==> config.mk <==
export PLATFORM = sky130hd
export DESIGN_NAME = tmds_decoder
export DESIGN_NICKNAME = d
export VERILOG_FILES = /design/src/rtl/tmds_decoder.sv
export SDC_FILE = /design/constraint.sdc
export NUM_CORES = 1
export LEC_CHECK = 0
export CORE_ASPECT_RATIO = 1.75
export CORE_UTILIZATION = 46
export CTS_CLUSTER_SIZE = 28
export DETAILED_ROUTE_END_ITERATION = 8
export GPL_TIMING_DRIVEN = 0
export PLACE_DENSITY = 0.75
export SKIP_LAST_GASP = 1
export SYNTH_ARGS = -nofsm -noshare
export SYNTH_HDL_FRONTEND = slang
export SYNTH_SLANG_ARGS = --single-unit
==> constraint.sdc <==
create_clock -name clk_in -period 6.8 [get_ports clk_in]
set_clock_uncertainty 0.1 [all_clocks]
set_input_delay 0.68 -clock clk_in [delete_from_list [all_inputs] [get_ports clk_in]]
set_output_delay 0.68 -clock clk_in [all_outputs]
set_load 0.01 [all_outputs]
==> src/rtl/tmds_decoder.sv <==
// tmds_decoder: one TMDS receive channel. It aligns unaligned deserializer words by bit-slip, then undoes DC-balance and XOR/XNOR coding.
// Latency 2 cycles from word_in sample to data/ctrl/de. There is no backpressure: one word is accepted and one symbol is produced every cycle.
// Ports: clk_in, rst_n_in (async, active-low); word_in raw 10-bit word (bit 0 earliest);
//   data_out/ctrl_out/de_out decoded symbol; locked_out/offset_out alignment status.
module tmds_decoder #(
  parameter int LOCK_COUNT    = 4,
  parameter int SEARCH_CYCLES = 1024,
  parameter int LOSS_CYCLES   = 2048
) (
  input  logic       clk_in,
  input  logic       rst_n_in,
  input  logic [9:0] word_in,
  output logic [7:0] data_out,
  output logic [1:0] ctrl_out,
  output logic       de_out,
  output logic       locked_out,
  output logic [3:0] offset_out
);

  localparam int RW = $clog2(LOCK_COUNT + 1);
  localparam int SW = (SEARCH_CYCLES > 1) ? $clog2(SEARCH_CYCLES) : 1;
  localparam int LW = (LOSS_CYCLES > 1) ? $clog2(LOSS_CYCLES) : 1;
  localparam logic [RW-1:0] RUN_LAST    = RW'(LOCK_COUNT - 1);
  localparam logic [SW-1:0] SEARCH_LAST = SW'(SEARCH_CYCLES - 1);
  localparam logic [LW-1:0] LOSS_LAST   = LW'(LOSS_CYCLES - 1);

  typedef enum logic {SEARCH, LOCKED} state_t;

  state_t        state, state_nxt;
  logic [3:0]    offset, offset_nxt, offset_wrap;
  logic [RW-1:0] run_cnt, run_nxt;
  logic [SW-1:0] search_cnt, search_nxt;
  logic [LW-1:0] loss_cnt, loss_nxt;

  logic [9:0] prev_q;
  logic [9:0] sym;
  logic       is_tok;
  logic [1:0] tok_val;

  logic [9:0] sym_q;
  logic       tok_q;
  logic [1:0] tok_val_q;
  logic       lock_q;
  logic [7:0] d;
  logic [7:0] dec;

  // Symbol window: prev_q holds the earlier word, so a slip of k takes
  // the upper 10-k bits of prev_q and the first k bits of the new word.
  always_comb begin
    sym = prev_q;
    case (offset)
      4'd1: sym = {word_in[0],   prev_q[9:1]};
      4'd2: sym = {word_in[1:0], prev_q[9:2]};
      4'd3: sym = {word_in[2:0], prev_q[9:3]};
      4'd4: sym = {word_in[3:0], prev_q[9:4]};
      4'd5: sym = {word_in[4:0], prev_q[9:5]};
      4'd6: sym = {word_in[5:0], prev_q[9:6]};
      4'd7: sym = {word_in[6:0], prev_q[9:7]};
      4'd8: sym = {word_in[7:0], prev_q[9:8]};
      4'd9: sym = {word_in[8:0], prev_q[9]};
      default: sym = prev_q;
    endcase
  end

  always_comb begin
    is_tok  = 1'b1;
    tok_val = 2'b00;
    case (sym)
      10'b1101010100: tok_val = 2'b00;
      10'b0010101011: tok_val = 2'b01;
      10'b0101010100: tok_val = 2'b10;
      10'b1010101011: tok_val = 2'b11;
      default:        is_tok  = 1'b0;
    endcase
  end

  assign offset_wrap = (offset == 4'd9) ? 4'd0 : offset + 4'd1;

  // Alignment FSM. Tokens are judged on the same edge that registers sym.
  always_comb begin
    state_nxt  = state;
    offset_nxt = offset;
    run_nxt    = run_cnt;
    search_nxt = search_cnt;
    loss_nxt   = loss_cnt;
    case (state)
      SEARCH: begin
        search_nxt = search_cnt + 1'b1;
        run_nxt    = is_tok ? run_cnt + 1'b1 : '0;
        // Lock wins over a slip that falls due on the same cycle.
        if (is_tok && run_cnt == RUN_LAST) begin
          state_nxt  = LOCKED;
          loss_nxt   = '0;
          run_nxt    = '0;
          search_nxt = '0;
        end else if (search_cnt == SEARCH_LAST) begin
          offset_nxt = offset_wrap;
          run_nxt    = '0;
          search_nxt = '0;
        end
      end
      LOCKED: begin
        if (is_tok) begin
          loss_nxt = '0;
        end else if (loss_cnt == LOSS_LAST) begin
          state_nxt  = SEARCH;
          offset_nxt = offset_wrap;
          run_nxt    = '0;
          search_nxt = '0;
          loss_nxt   = '0;
        end else begin
          loss_nxt = loss_cnt + 1'b1;
        end
      end
      default: state_nxt = SEARCH;
    endcase
  end

  always_ff @(posedge clk_in or negedge rst_n_in) begin
    if (!rst_n_in) begin
      state      <= SEARCH;
      offset     <= '0;
      run_cnt    <= '0;
      search_cnt <= '0;
      loss_cnt   <= '0;
      prev_q     <= '0;
      sym_q      <= '0;
      tok_q      <= 1'b0;
      tok_val_q  <= '0;
      lock_q     <= 1'b0;
    end else begin
      state      <= state_nxt;
      offset     <= offset_nxt;
      run_cnt    <= run_nxt;
      search_cnt <= search_nxt;
      loss_cnt   <= loss_nxt;
      prev_q     <= word_in;
      sym_q      <= sym;
      tok_q      <= is_tok;
      tok_val_q  <= tok_val;
      // The qualifier is the state before this edge's transition.
      lock_q     <= (state == LOCKED);
    end
  end

  // Undo DC-balance inversion, then transition minimization.
  always_comb begin
    d      = sym_q[9] ? ~sym_q[7:0] : sym_q[7:0];
    dec    = '0;
    dec[0] = d[0];
    for (int i = 1; i < 8; i++) begin
      dec[i] = sym_q[8] ? (d[i] ^ d[i-1]) : ~(d[i] ^ d[i-1]);
    end
  end

  always_ff @(posedge clk_in or negedge rst_n_in) begin
    if (!rst_n_in) begin
      data_out <= '0;
      ctrl_out <= '0;
      de_out   <= 1'b0;
    end else if (!lock_q) begin
      data_out <= '0;
      ctrl_out <= '0;
      de_out   <= 1'b0;
    end else if (tok_q) begin
      data_out <= '0;
      ctrl_out <= tok_val_q;
      de_out   <= 1'b0;
    end else begin
      // ctrl_out deliberately holds the last control value through video data.
      data_out <= dec;
      de_out   <= 1'b1;
    end
  end

  assign locked_out = (state == LOCKED);
  assign offset_out = offset;

endmodule

==> results.yml, run 1 <==
outcome:
  status: "finished clean"
synth:
  synth_top_family_by_area: "compound AO/OA/AOI/OAI gates"
  synthesis.nets: 408
  yosysTopAreaCellShare_pct: 43.0
  syn_area_um2: 3720
  ys_seq_area_share_pct: 43.0
  ys_types: 71
  ys.flop_type: "dfrtp_1"
  synth_xor_area_share_pct: 4.00
  synthMuxAreaShare_pct: 4.10
  synth_edf_count: 0
  synth_area_leaders: "dfrtp_1 43%, nand2_1 3.6%, xnor2_1 3.3%"
  syn_inst: 392
  synth-compound-area-share_pct: 22.4
  async_flop_share_pct: 100
  ys_seq_elements: 64
  yosys_warnings: 0
  yosys.area_share.adder_pct: 1.34
  syn_avg_cell_area_um2: 9.49
  yosysTopAreaCell: "dfrtp_1"
  synth-simple-area-share_pct: 19.8
global_route:
  antenna_found_initial: 0
  grt_use_total_pct: 27.3
  grt_overflow_total: 0
  grt_max_degree: 65
  grt_first_pass_wirelength_mm: 17.6
  grt_pass1_vias: 3348
setup_path:
  r2r_start: "offset_out[2]"
  path_class: "in2reg"
  reg2reg_to: "offset_out[3]"
  reg2reg_slack_ps: 3080
  critPathArrivalTime_ps: 4060
  critPathCaptureType: "register"
  required_ps: 6910
  start_kind: "input pin"
  rr_worst_depth: 12
  crit_path_max_fanout: 7
power:
  power.total_uw: 879
  ir_drop_mv: 0.119
  power.density_nw_per_um2: 200
  power_leakage_uw: 0.00181
clock_tree:
  cts_tree: "done"
  root_buffer: "clkbuf_16"
  cts_setup_buffers: 0
  clock_sinks: 64
  cts-root-to-sink-buffers: 2
  clkLatencyLatePin_ps: 330
  numCtsBuffers: 9
  postCtsResizedCells: 0
  hold_buffers: 0
  clk_pin_slew_worst_paths_ps: 60
  htreeDepth: 3
detailed_routing:
  drc_errors: 0
  routed_wl_mm: 10.7
  antenna_left: 0
  post_drt_wl_per_cell_um: 20.5
  dr.pass1.iters: 5
  vias: 3381
  drt_iter0_markers: 264
  vias_per_cell: 6.45
place:
  preCtsSetupSlack_ps: 2590
  gp_congestion: 0.991
  dp_hpwl_mm: 7.77
  port-buffer-count: 27
layout:
  nFillCells: 701
  final_layout_size_suffix_gt1_share_pct: 12.2
  mostFrequentLayoutCells: "64 x dfrtp_1, 36 x nand2_1, 30 x nor2_1, 26 x clkdlybuf4s50_1, 22 x o21ai_0"
  synthToLayoutAreaGrowth_pct: 17.9
  fin_util_pct: 55.9
  multi_input_area_um2: 1920
  n_antenna_cell: 0
  register_area_um2: 1600
  layout_commonest_cell: "dfrtp_1"
  nNetsFinal: 446
timing:
  hold_viol: 0
  fin_crit_ps: 3950
  post-route-period-util_pct: 58.1
  fmax_ghz: 0.253
  setup_ws_ps: 2850
  tightest_slew_ps: 808
  hold_ws_ps: 346
  drv_slew: 0
  rsz0062_at_grt: "false"
  max-slew-margin-rel_pct: 46.2
  fin_tns_setup_ps: 0
  finalSetupViolCount: 0
floorplan:
  die_h_um: 121
  rows: 43
  start_util_pct: 47.4
  core_um2: 7860
  dieArea_um2: 8470
  die_x_um: 70.0
  pin_count: 28
flow_run:
  max-cap-violations: 0
hold_path:
  hold_class: "in2async"
## cell type report
cell class,instances,share of cell area (%)
clock buffer,9,5.13
multi-input combinational,292,43.8
buffer,24,3.48
inverter,12,1.03
sequential,64,36.5
clock inverter,6,1.40
timing repair buffer,27,6.10
tap,90,2.57
## through the flow
stage	instances	cell area, um^2
final	524	4390
after global routing	524	4390
after CTS	524	4390
after detailed placement	509	4100
after global placement	509	4100
after floorplan	392	3720
## synth_stat cells, types with 8 or more instances
cell,number
nand3_1,17
o21ai_1,8
nor2b_1,11
o21ai_0,22
nand2_1,36
nor2_1,30
xnor2_1,14
o32a_1,8
buf_2,11
and3_1,8
nor3_1,13
a21oi_1,14
dfrtp_1,64
inv_1,9
## sequential cells by signal (all words and copies together) (netlist names)
name / cells
loss_cnt: 11
prev_q: 10
search_cnt: 10
sym_q: 10
data_out: 8
offset_out: 4
run_cnt: 3
ctrl_out: 2
tok_val_q: 2
de_out: 1
lock_q: 1
locked_out: 1
tok_q: 1
## worst max-delay path, stage by stage
cell	delay [ps]
clkdlybuf4s50_1	630
mux2_1	410
a221oi_1	310
o221ai_1	200
o21ai_1	200
nor3_1	100
and3_4	190
buf_6	120
o21a_1	220
o41ai_2	540
o21ai_1	140
a221o_1	310
## layer usage
metal | track usage (%) | routed length (um) | vias to the layer above
li1 | - | - | 1532
met1 | 30.0 | 3810 | 1627
met2 | 46.9 | 5630 | 174
met3 | 5.90 | 664 | 48
met4 | 17.9 | 612 | 0
met5 | 0 | 0 | -
## power breakdown
group	internal, uW	switching [uW]
Clock	280	163
Combinational	17.4	24.9
Sequential	387	7.00
Total	684	195
## how the worst max path moves through the flow
stage / from / to / depth (start not counted)
3_3_place_gp: word_in[2] / offset_out[3] / 12
3_5_place_dp: word_in[2] / offset_out[3] / 12
5_1_grt: word_in[2] / offset_out[3] / 12
2_1_floorplan: word_in[2] / offset_out[3] / 11
4_1_cts: word_in[2] / offset_out[3] / 12
6_report: word_in[2] / offset_out[3] / 12
## cells by family (layout without fill, tap and decap cells)
family,Yosys count,count (layout)
xor gates and xnor gates,17,17
AOI/OAI and AO/OA,117,117
adders and majority gates,4,4
and+or+nand+nor,140,140
DFF,64,64
muxes,14,14
buffers and inverters,36,78
Power figures use the tool's default switching activity.
==> inputs of run 2 (changes only) <==
==> constraint.sdc (replaced) <==
create_clock -name clk_in -period 3.97 [get_ports clk_in]
set_clock_uncertainty 0.1 [all_clocks]
set_input_delay 0.397 -clock clk_in [delete_from_list [all_inputs] [get_ports clk_in]]
set_output_delay 0.397 -clock clk_in [all_outputs]
set_load 0.01 [all_outputs]
==> results.yml, run 2 (same netlist as run 1, synthesis figures left out) <==
setup_path:
  setup.worst_path.start: "offset_out[2]"
  cp_num_cells: 12
  reg2reg_to: "offset_out[3]"
  critPathCaptureType: "register"
  start_kind: "register"
  slowest_stage: "o41ai_2"
  critPathArrivalTime_ps: 3850
  cp_top_family: "compound AO/OA/AOI/OAI gates"
  required_ps: 4080
  rr_worst_depth: 12
  r2r_start: "offset_out[2]"
  path_class: "reg2reg"
  setup.worst_path.end: "offset_out[3]"
  crit_path_max_fanout: 10
  slowest_delay_ps: 530
  crit_chain: "inv_1 > clkbuf_1 > nand2_1 > o221ai_1 > o32a_1 > nor2_1 > and3_4 > buf_6 > o21a_1 > o41ai_2 > o21ai_1 > a221o_1"
  worst-path-buf-inv: 3
  reg2reg_slack_ps: 240
timing:
  fmax_ghz: 0.268
  fin_crit_ps: 3730
  hold_ws_ps: 55.2
  hold_viol: 0
  drv_slew: 0
  max-slew-margin-rel_pct: 46.5
  tightest_slew_ps: 802
  rsz0062_at_grt: "false"
  post-route-period-util_pct: 94.1
  fin_tns_setup_ps: 0
  finalSetupViolCount: 0
layout:
  nNetsFinal: 446
  nFillCells: 701
  mostFrequentLayoutCells: "64 x dfrtp_1, 36 x nand2_1, 30 x nor2_1, 26 x clkdlybuf4s50_1, 22 x o21ai_0"
  layout_commonest_cell: "dfrtp_1"
  synthToLayoutAreaGrowth_pct: 17.9
  top_register: "loss_cnt"
  final_layout_size_suffix_gt1_share_pct: 12.2
  largest_register_ff_count: 11
  n_antenna_cell: 0
clock_tree:
  cts_setup_buffers: 0
  hold_buffers: 0
  numCtsBuffers: 9
  clkLatencyLatePin_ps: 330
  cts-root-to-sink-buffers: 2
  postCtsResizedCells: 0
  cts_tree: "done"
  clk_pin_slew_worst_paths_ps: 60
  clock_sinks: 64
  htreeDepth: 3
  root_buffer: "clkbuf_16"
power:
  p_int_uw: 1170
  seq_power_share_pct: 44.9
  power_leakage_uw: 0.00181
  switching_power_uw: 334
  power.density_nw_per_um2: 343
  ir_drop_mv: 0.205
  power_frac_clock_pct: 50.3
  p_sw_share_pct: 22.2
  power.share.combinational_pct: 4.8
floorplan:
  dieArea_um2: 8470
  die_x_um: 70.0
  start_util_pct: 47.4
  pin_count: 28
  die_h_um: 121
  rows: 43
  core_um2: 7860
detailed_routing:
  routed_wl_mm: 10.7
  drt_iter0_markers: 243
  vias: 3336
  antenna_left: 0
  drc_errors: 0
  dr.pass1.iters: 5
  vias_per_cell: 6.37
  post_drt_wl_per_cell_um: 20.5
global_route:
  antenna_found_initial: 0
  gr-usage-met2_pct: 46.7
  grt.busiest_layer: "met2"
  grt_first_pass_wirelength_mm: 17.5
  gr-usage-met1_pct: 29.8
  grt_overflow_total: 0
  grt_max_degree: 65
  grt_use_met3_pct: 5.98
  grt_use_total_pct: 27.3
  grt_pass1_vias: 3365
place:
  dp_hpwl_mm: 7.77
  gp_congestion: 0.991
  port-buffer-count: 27
flow_run:
  max-cap-violations: 0
outcome:
  status: "finished clean"
hold_path:
  hold_class: "in2async"
-- run 2: cell counts in the layout (fill, tap and decap cells not counted) --
No cell type changed its count.
-- run 2: worst register-to-register path, stage by stage, from the launching register on --
cell,delay [ps]
dfrtp_1,430
inv_1,110
clkbuf_1,470
nand2_1,350
o221ai_1,240
o32a_1,360
nor2_1,90
and3_4,160
buf_6,120
o21a_1,220
o41ai_2,530
o21ai_1,140
a221o_1,310
-- run 2: routing by layer --
metal | wire, um | vias to the layer above | part of all wire (%)
met5 | 0 | - | 0
met4 | 594 | 0 | 5.5
met3 | 604 | 48 | 5.6
met2 | 5650 | 155 | 53
met1 | 3890 | 1612 | 36
li1 | - | 1521 | -
-- run 2: final cells by class --
type	count	area, um^2	share of cell area, %
timing repair buffer	27	268	6.10
inverter	12	45.0	1.03
buffer	24	153	3.48
clock inverter	6	61.3	1.40
sequential	64	1600	36.5
multi-input combinational	292	1920	43.8
tap	90	113	2.57
clock buffer	9	225	5.13
-- run 2: how the worst min path moves through the flow --
stage | start | endpoint | slack [ps] | cells past startpoint
floorplan | rst_n_in | ctrl_out[0] | 1 | 0
global placement | locked_out | lock_q | 360 | 0
detailed placement | locked_out | lock_q | 360 | 0
CTS | rst_n_in | prev_q[3] | 90 | 1
global route | rst_n_in | prev_q[2] | 120 | 1
finish | rst_n_in | de_out | 60 | 1
-- run 2: power by group through the flow --
stage,clock [uW],combinational [uW],sequential (uW)
global placement,0,72.5,687
detailed placement,0,72.4,686
finish,758,72.4,676
floorplan,0,33.8,682
CTS,776,72.8,675
global route,806,79.8,675
-- run 2: per-stage QoR --
stage               power (uW)  setup slack, ps  cells  area, um^2  utilization, %
floorplan                  715              925    392        3720               -
global placement           759             61.1    509        4100            52.2
detailed placement         759             46.7    509        4100            52.2
CTS                       1520              402    524        4390            55.9
global route              1560              177    524        4390            55.9
finish                    1510              236    524        4390            55.9
